## src/rtl/score_display_ctrl_pkg.sv

```systemverilog
// Shared defaults and encodings for the score display controller.
package score_display_ctrl_pkg;

    localparam int unsigned WIDTH_DEF  = 13;
    localparam int unsigned DIGITS_DEF = 4;

    localparam logic [3:0] BCD_ADJ_THRESH = 4'd5;
    localparam logic [3:0] BCD_ADJ_ADD    = 4'd3;

    typedef enum logic [1:0] {
        IDLE  = 2'd0,
        SHIFT = 2'd1,
        LOAD  = 2'd2
    } state_t;

endpackage

```

## src/rtl/score_display_ctrl_bcd_add3_nibble.sv

```systemverilog
// Double-dabble correction for one BCD nibble: add 3 when the nibble is 5 or more.
module bcd_add3_nibble
    import score_display_ctrl_pkg::*;
(
    input  logic [3:0] nibble,
    output logic [3:0] adjusted
);

    always_comb begin
        adjusted = (nibble >= BCD_ADJ_THRESH) ? nibble + BCD_ADJ_ADD : nibble;
    end

endmodule

```

## src/rtl/score_display_ctrl.sv

```systemverilog
// Iterative binary-to-BCD conversion of the score, with digit hold,
// leading-zero blanking and blink gating of the per-digit decoder enables.
module score_display_ctrl
    import score_display_ctrl_pkg::*;
#(
    parameter int unsigned WIDTH     = WIDTH_DEF,
    parameter int unsigned DIGITS    = DIGITS_DEF,
    parameter int unsigned BLINK_DIV = 12500000,
    parameter bit          LZ_BLANK  = 1'b1
) (
    input  logic              Clock,
    input  logic              CLRN,
    input  logic              Start,
    input  logic [WIDTH-1:0]  Value,
    input  logic              Display,
    input  logic              Blink,
    output logic              Busy,
    output logic              Done,
    output logic [3:0]        Digit1,
    output logic [3:0]        Digit2,
    output logic [3:0]        Digit3,
    output logic [3:0]        Digit4,
    output logic [DIGITS-1:0] DigitEn
);

    localparam int unsigned CNT_W   = $clog2(WIDTH + 1);
    localparam int unsigned BLINK_W = (BLINK_DIV > 1) ? $clog2(BLINK_DIV) : 1;

    state_t                   state;
    logic [WIDTH-1:0]         shift_reg;
    logic [DIGITS-1:0][3:0]   bcd;
    logic [DIGITS-1:0][3:0]   adj;
    logic [DIGITS-1:0][3:0]   digit_q;
    logic [CNT_W-1:0]         bit_cnt;
    logic [BLINK_W-1:0]       blink_cnt;
    logic                     phase;
    logic [DIGITS-1:0]        visible;

    for (genvar g = 0; g < DIGITS; g++) begin : g_adj
        bcd_add3_nibble u_adj (
            .nibble   (bcd[g]),
            .adjusted (adj[g])
        );
    end

    always_ff @(posedge Clock) begin
        if (!CLRN) begin
            state     <= IDLE;
            shift_reg <= '0;
            bcd       <= '0;
            bit_cnt   <= '0;
            digit_q   <= '0;
            Busy      <= 1'b0;
            Done      <= 1'b0;
        end else begin
            Done <= 1'b0;
            case (state)
                IDLE: begin
                    if (Start) begin
                        shift_reg <= Value;
                        bcd       <= '0;
                        bit_cnt   <= '0;
                        Busy      <= 1'b1;
                        state     <= SHIFT;
                    end
                end
                SHIFT: begin
                    {bcd, shift_reg} <= {adj, shift_reg} << 1;
                    bit_cnt          <= bit_cnt + 1'b1;
                    if (bit_cnt == CNT_W'(WIDTH - 1))
                        state <= LOAD;
                end
                LOAD: begin
                    digit_q <= bcd;
                    Done    <= 1'b1;
                    Busy    <= 1'b0;
                    state   <= IDLE;
                end
                default: state <= IDLE;
            endcase
        end
    end

    always_ff @(posedge Clock) begin
        if (!CLRN) begin
            blink_cnt <= '0;
            phase     <= 1'b1;
        end else if (Blink) begin
            if (blink_cnt == BLINK_W'(BLINK_DIV - 1)) begin
                blink_cnt <= '0;
                phase     <= ~phase;
            end else begin
                blink_cnt <= blink_cnt + 1'b1;
            end
        end else begin
            blink_cnt <= '0;
            phase     <= 1'b1;
        end
    end

    // A digit is visible when it or any more significant digit is non-zero.
    always_comb begin
        visible = '0;
        for (int unsigned i = 0; i < DIGITS; i++) begin
            logic any_nz;
            any_nz = 1'b0;
            for (int unsigned j = i; j < DIGITS; j++)
                any_nz = any_nz | (digit_q[j] != 4'd0);
            visible[i] = (i == 0) || any_nz || !LZ_BLANK;
        end
    end

    always_ff @(posedge Clock) begin
        if (!CLRN)
            DigitEn <= '0;
        else
            DigitEn <= {DIGITS{Display & phase}} & visible;
    end

    assign Digit1 = digit_q[0];
    assign Digit2 = digit_q[1];
    assign Digit3 = digit_q[2];
    assign Digit4 = digit_q[3];

endmodule

```

## config.mk

```make
export PLATFORM = sky130hd
export DESIGN_NAME = score_display_ctrl
export DESIGN_NICKNAME = d
export VERILOG_FILES = /design/src/rtl/score_display_ctrl_pkg.sv /design/src/rtl/score_display_ctrl_bcd_add3_nibble.sv /design/src/rtl/score_display_ctrl.sv
export SDC_FILE = /design/constraint.sdc
export NUM_CORES = 1
export LEC_CHECK = 0
export ABC_AREA = 1
export CORE_MARGIN = 2
export CORE_UTILIZATION = 56
export DETAILED_ROUTE_END_ITERATION = 16
export HOLD_SLACK_MARGIN = 0.06
export PLACE_DENSITY = 0.87
export SYNTH_ARGS = -nofsm -noshare
export SYNTH_HDL_FRONTEND = slang
export SYNTH_SLANG_ARGS = --single-unit
```

## constraint.sdc

```tcl
create_clock -name Clock -period 1.9 [get_ports Clock]
set_clock_uncertainty 0.1 [all_clocks]
set_input_delay 0.19 -clock Clock [delete_from_list [all_inputs] [get_ports Clock]]
set_output_delay 0.19 -clock Clock [all_outputs]
set_load 0.01 [all_outputs]
```

==> impl_metrics.tcl, run 1 <==
set metrics [dict create \
    wl_met3_um 325 \
    synth_warnings 0 \
    slew_headroom_pct 71.9 \
    clkSinkCount 82 \
    grt-ovfl-total 0 \
    first_iter_violations 159 \
    cp_slowest_cell "dfxtp_1" \
    die-area_um2 7170 \
    ys_seq_elements 82 \
    cts_buffer_depth 2 \
    final_core_util_pct 68.0 \
    largest_reg_flops 24 \
    synth_cells 478 \
    start_util_pct 57.7 \
    firstDrtPassIters 5 \
    wire_per_inst_um 13.2 \
    slowest_delay_ns 0.37 \
    route.vias.total 3236 \
    track_usage_pct 23.1 \
    p_leak_nw 1.49 \
    cp_cell_sequence "ha_1 -> nand3_2 -> nor2_1 -> nand3_2 -> nand2_4 -> nor2_1" \
    clkTransAtPathRegs_ns 0.08 \
    power_density_nw_per_um2 754 \
    status "complete, no violations" \
    synth_area_um2 3650 \
    htree_levels 3 \
    dp_hpwl_mm 5.62 \
    viasPerCell 5.37 \
    gp_congestion 0.907 \
    grt_pass1_wl_mm 13.4 \
    area_growth_pct 17.7 \
    clock.fmax_mhz 595 \
    numCtsBuffers 9 \
    postCtsHoldBufs 0 \
    drv_slew 0 \
    ys_top_cells_by_area "dfxtp_1 (45%), nand2_1 (8.5%), inv_1 (6.4%)" \
    wl_met1_mm 3.45 \
    hold_violations 0 \
    die_x_um 84.7 \
    final_common_cell "nand2_1" \
    io_pins 40 \
    hp-class "in -> reg" \
    coreArea_um2 6310 \
    grt_max_degree 25 \
    portBuffers 39 \
    critPathLaunchType "flip-flop" \
    drtAntennaViolNets 0 \
    synth_area_leader_cell "dfxtp_1" \
    crit_required_ns 2.04 \
    fin_crit_ns 1.68 \
    critPathKind "reg -> reg" \
    syn_avg_cell_area_um2 7.63 \
    drive_above_1_share_pct 8.17 \
    finalSetupViolations 0 \
    ys_seq_area_share_pct 45.0 \
    async_flop_share_pct 0 \
    num_rows 29 \
    max-cap-violations 0 \
    fp.dieH_um 84.7 \
    synth_top_area_share_pct 45.0 \
    worstMarginPinSlew_ns 0.417 \
    fin_nets 550 \
    endpoint_kind "flip-flop" \
    path_buf_inv 0 \
    rsz0062_at_grt "no" \
    antenna_cells 0 \
    cts_tree "done" \
    fin_crit_sh_pct 88.5 \
    clockRootBuffer "clkbuf_8" \
    wl_met2_mm 4.02 \
    grt_pass1_vias 3053 \
    critPathArrivalTime_ns 1.82 \
    holdWs_ns 0.329 \
    routed_wl_mm 7.96 \
    final_cell_mix "nand2_1 (83), dfxtp_1 (82), inv_1 (62), nor2_1 (56), clkdlybuf4s50_1 (39)" \
    critPathTopFamily "simple AND/OR/NAND/NOR gates" \
    crit_fanout 24 \
    cts_setup_buffers 0 \
    fin_tns_setup_ns 0 \
    grt_antenna_before_repair 0 \
    insertion_delay_ns 0.36 \
    synth_fp_nets 507 \
    synth.distinct_cells 29 \
    synth_edf_count 0 \
    drcViolationCount 0 \
    post_cts_resized 0 \
    ys.flop_type "dfxtp_1" \
    ir_drop_v 0.000584 \
    dr.max_layer_used "met4" \
]
-- path summary, 6_finish.rpt --
check | from | endpoint | slack (ns) | cells past startpoint
worst max register to register | blink_cnt[0]$_SDFF_PP0_ | blink_cnt[10]$_SDFF_PP0_ | 0.22 | 6
worst max-delay path | blink_cnt[0]$_SDFF_PP0_ | blink_cnt[10]$_SDFF_PP0_ | 0.22 | 6
worst min register to register | shift_reg[6]$_SDFFE_PN0P_ | shift_reg[6]$_SDFFE_PN0P_ | 0.35 | 2
worst min-delay path | Value[0] | shift_reg[0]$_SDFFE_PN0P_ | 0.33 | 3
-- through the flow --
stage | std cells | power (mW) | setup slack [ns] | area [um^2]
after CTS | 603 | 3.24 | 0.220 | 4290
after global placement | 587 | 2.05 | 0.0975 | 4110
final | 603 | 3.23 | 0.218 | 4290
after detailed placement | 587 | 2.06 | 0.0413 | 4110
after global routing | 603 | 3.34 | 0.0712 | 4290
after floorplan | 478 | 1.97 | 0.444 | 3650
-- where the power goes --
group | switching [mW] | internal (mW)
Clock | 0.618 | 0.598
Sequential | 0.0250 | 1.76
Combinational | 0.136 | 0.0961
Total | 0.778 | 2.46
-- kinds of logic after synthesis --
logic type | count (synthesis) | share of synthesized area (%)
adders and majority gates | 11 | 3.77
and+or+nand+nor | 200 | 24.5
buffers and inverters | 81 | 9.09
xor gates and xnor gates | 14 | 3.36
DFF | 82 | 45.0
AOI/OAI and AO/OA | 90 | 14.2
-- layer usage --
metal  up-vias  global-route usage (%)
met5         -                       0
met4         0                    9.38
met3        19                    4.72
met2        80                    39.9
met1      1500                    28.1
li1       1637                       -
-- cells in the mapped netlist, types with 7 or more instances --
cell and number:
inv_1 62, a21oi_1 29, ha_1 11, xnor2_1 7, nand3_1 35, inv_2 8
xor2_1 7, o21ai_0 25, nand2_1 83, nor2_1 56, o221ai_1 9, o21ai_1 7
dfxtp_1 82, o22ai_1 13
-- layout make-up --
cell class	count	area, um^2
clock buffers	10	128
clock inverters	6	57.6
fillers	519	2020
inverters	70	263
multi-input cells	315	1670
flip-flops and latches	82	1640
well taps	77	96.3
repair buffers	43	433
-- tightest hold or removal path, delay by kind of cell --
family / cells / cell delay [ns]
buffers and inverters: 1 / 0.42
AND/OR/NAND/NOR: 1 / 0.08
AO/OA/AOI/OAI: 1 / 0.06
No activity file was read; power rests on OpenSTA's default activity.
==> run 2: changes to the inputs <==
--- a/config.mk
+++ b/config.mk
@@ -8,7 +8,9 @@
 export ABC_AREA = 1
+export CORE_ASPECT_RATIO = 2
 export CORE_MARGIN = 2
-export CORE_UTILIZATION = 56
+export CORE_UTILIZATION = 58
+export CTS_BUF_LIST = sky130_fd_sc_hd__clkbuf_8
 export DETAILED_ROUTE_END_ITERATION = 16
 export HOLD_SLACK_MARGIN = 0.06
-export PLACE_DENSITY = 0.87
+export PLACE_DENSITY = 0.9
 export SYNTH_ARGS = -nofsm -noshare
--- a/constraint.sdc
+++ b/constraint.sdc
@@ -4,2 +4,2 @@
 set_output_delay 0.19 -clock Clock [all_outputs]
-set_load 0.01 [all_outputs]
+set_load 0.05 [all_outputs]
==> impl_metrics.tcl, run 2 (same netlist as run 1, synthesis figures left out) <==
set metrics [dict create \
    status "complete, no violations" \
    clock.fmax_mhz 541 \
    clockRootBuffer "clkbuf_8" \
    fp.dieH_um 116 \
    drive_above_1_share_pct 8.87 \
    met1_usage_pct 26.2 \
    endpoint_kind "output pin" \
    critPathLaunch "Digit2[2]$_SDFFE_PN0P_" \
    path_buf_inv 1 \
    worstMarginPinSlew_ns 0.587 \
    final_cell_mix "nand2_1 (83), dfxtp_1 (82), inv_1 (63), nor2_1 (56), clkdlybuf4s50_1 (37)" \
    postCtsHoldBufs 0 \
    worstReg2RegEnd "blink_cnt[12]$_SDFF_PP0_" \
    numCtsBuffers 9 \
    routed_wl_mm 8.91 \
    fin_crit_sh_pct 97.3 \
    dp_hpwl_mm 6.56 \
    top_usage_layer "met2" \
    ir_drop_v 0.000705 \
    wire_per_inst_um 14.5 \
    antenna_cells 0 \
    finalSetupViolations 0 \
    drtAntennaViolNets 0 \
    grt_antenna_before_repair 0 \
    cp_slowest_cell "clkdlybuf4s50_1" \
    hold_violations 0 \
    htree_levels 3 \
    cts_tree "done" \
    cts_setup_buffers 0 \
    firstDrtPassIters 7 \
    drv_slew 0 \
    cts_buffer_depth 2 \
    die-area_um2 6980 \
    rr_worst_depth 7 \
    route.vias.total 3355 \
    grt_pass1_vias 3319 \
    crit_required_ns 1.61 \
    rsz0062_at_grt "no" \
    io_pins 40 \
    post_cts_resized 0 \
    gp_congestion 0.951 \
    max-cap-violations 0 \
    grt_max_degree 25 \
    critPathTopFamily "buffers and inverters" \
    use_met3_pct 8.64 \
    grt-ovfl-total 0 \
    slowest_delay_ns 0.83 \
    first_iter_violations 183 \
    slew_headroom_pct 60.8 \
    dp_cells 598 \
    final_common_cell "nand2_1" \
    portBuffers 39 \
    die_x_um 60.1 \
    track_usage_pct 28.9 \
    num_rows 40 \
    critPathLaunchType "flip-flop" \
    viasPerCell 5.46 \
    clkTransAtPathRegs_ns 0.08 \
    power_density_nw_per_um2 785 \
    insertion_delay_ns 0.37 \
    largest_reg_flops 24 \
    critPathKind "reg -> out" \
    start_util_pct 60.2 \
    fin_nets 554 \
    crit_fanout 3 \
    reg2reg_slack_ns 0.27 \
    fin_crit_ns 1.85 \
    r2r_start "blink_cnt[0]$_SDFF_PP0_" \
    coreArea_um2 6060 \
    hp-class "in -> reg" \
    critPathArrivalTime_ns 1.56 \
    grt_pass1_wl_mm 14.9 \
    p_leak_nw 1.56 \
    drcViolationCount 0 \
    cp_cell_sequence "clkdlybuf4s50_1" \
    clkSinkCount 82 \
    endpoint "Digit2[2]" \
    fill_cells 469 \
    finalNonFillerCells 614 \
    met2_usage_pct 52.4 \
    fin_tns_setup_ns 0 \
    cp.depth 1 \
    area_growth_pct 19.5 \
]
[run 2: cell types whose count changed in the layout (fill, tap and decap cells not counted), sizes merged]
cell,change
inv,+1
buf,+4
dlymetal6s2s,+2
clkinv,-2
bufinv,+1
clkdlybuf4s50,-2
[run 2: power breakdown]
| part | internal (mW) | switching (mW) |
|---|---|---|
| Combinational | 0.100 | 0.149 |
| Sequential | 1.76 | 0.0260 |
| Clock | 0.766 | 0.619 |
| Total | 2.63 | 0.794 |
[run 2: area by class of cell]
class / count / area (um^2) / share of cell area (%)
Timing Repair Buffer: 47 / 455 / 10.5
Multi-Input combinational cell: 315 / 1670 / 38.4
Inverter: 70 / 263 / 6.03
Tap cell: 84 / 105 / 2.41
Clock buffer: 10 / 138 / 3.16
Clock inverter: 6 / 81.3 / 1.87
Sequential cell: 82 / 1640 / 37.7
[run 2: worst min-delay path by stage]
stage | start | to | slack (ns) | cells past startpoint
after floorplan | Value[0] | shift_reg[0]$_SDFFE_PN0P_ | 0.24 | 2
after global placement | shift_reg[5]$_SDFFE_PN0P_ | shift_reg[5]$_SDFFE_PN0P_ | 0.33 | 2
after detailed placement | shift_reg[1]$_SDFFE_PN0P_ | shift_reg[1]$_SDFFE_PN0P_ | 0.34 | 2
after CTS | Value[0] | shift_reg[0]$_SDFFE_PN0P_ | 0.29 | 3
after global routing | Value[0] | shift_reg[0]$_SDFFE_PN0P_ | 0.31 | 3
final | Value[0] | shift_reg[0]$_SDFFE_PN0P_ | 0.29 | 3
[run 2: metal layers]
layer  share of wire, %  routed length [um]  vias up
met5                  0                   0        -
met4                5.4                 481        0
met3                4.3                 383       40
met2                 56                5020      112
met1                 34                3020     1547
li1                   -                   -     1656
[run 2: metrics by stage]
step	power (mW)	utilization (%)	setup WS [ns]	hold WS (ns)	cell area, um^2
after floorplan	1.98	-	0.444	0.237	3650
after global placement	2.06	68.2	0.291	0.332	4130
after detailed placement	2.07	68.2	0.216	0.339	4130
after CTS	3.43	71.9	0.0412	0.291	4350
after global routing	3.54	71.9	0.00609	0.307	4360
final	3.42	71.9	0.0508	0.291	4360
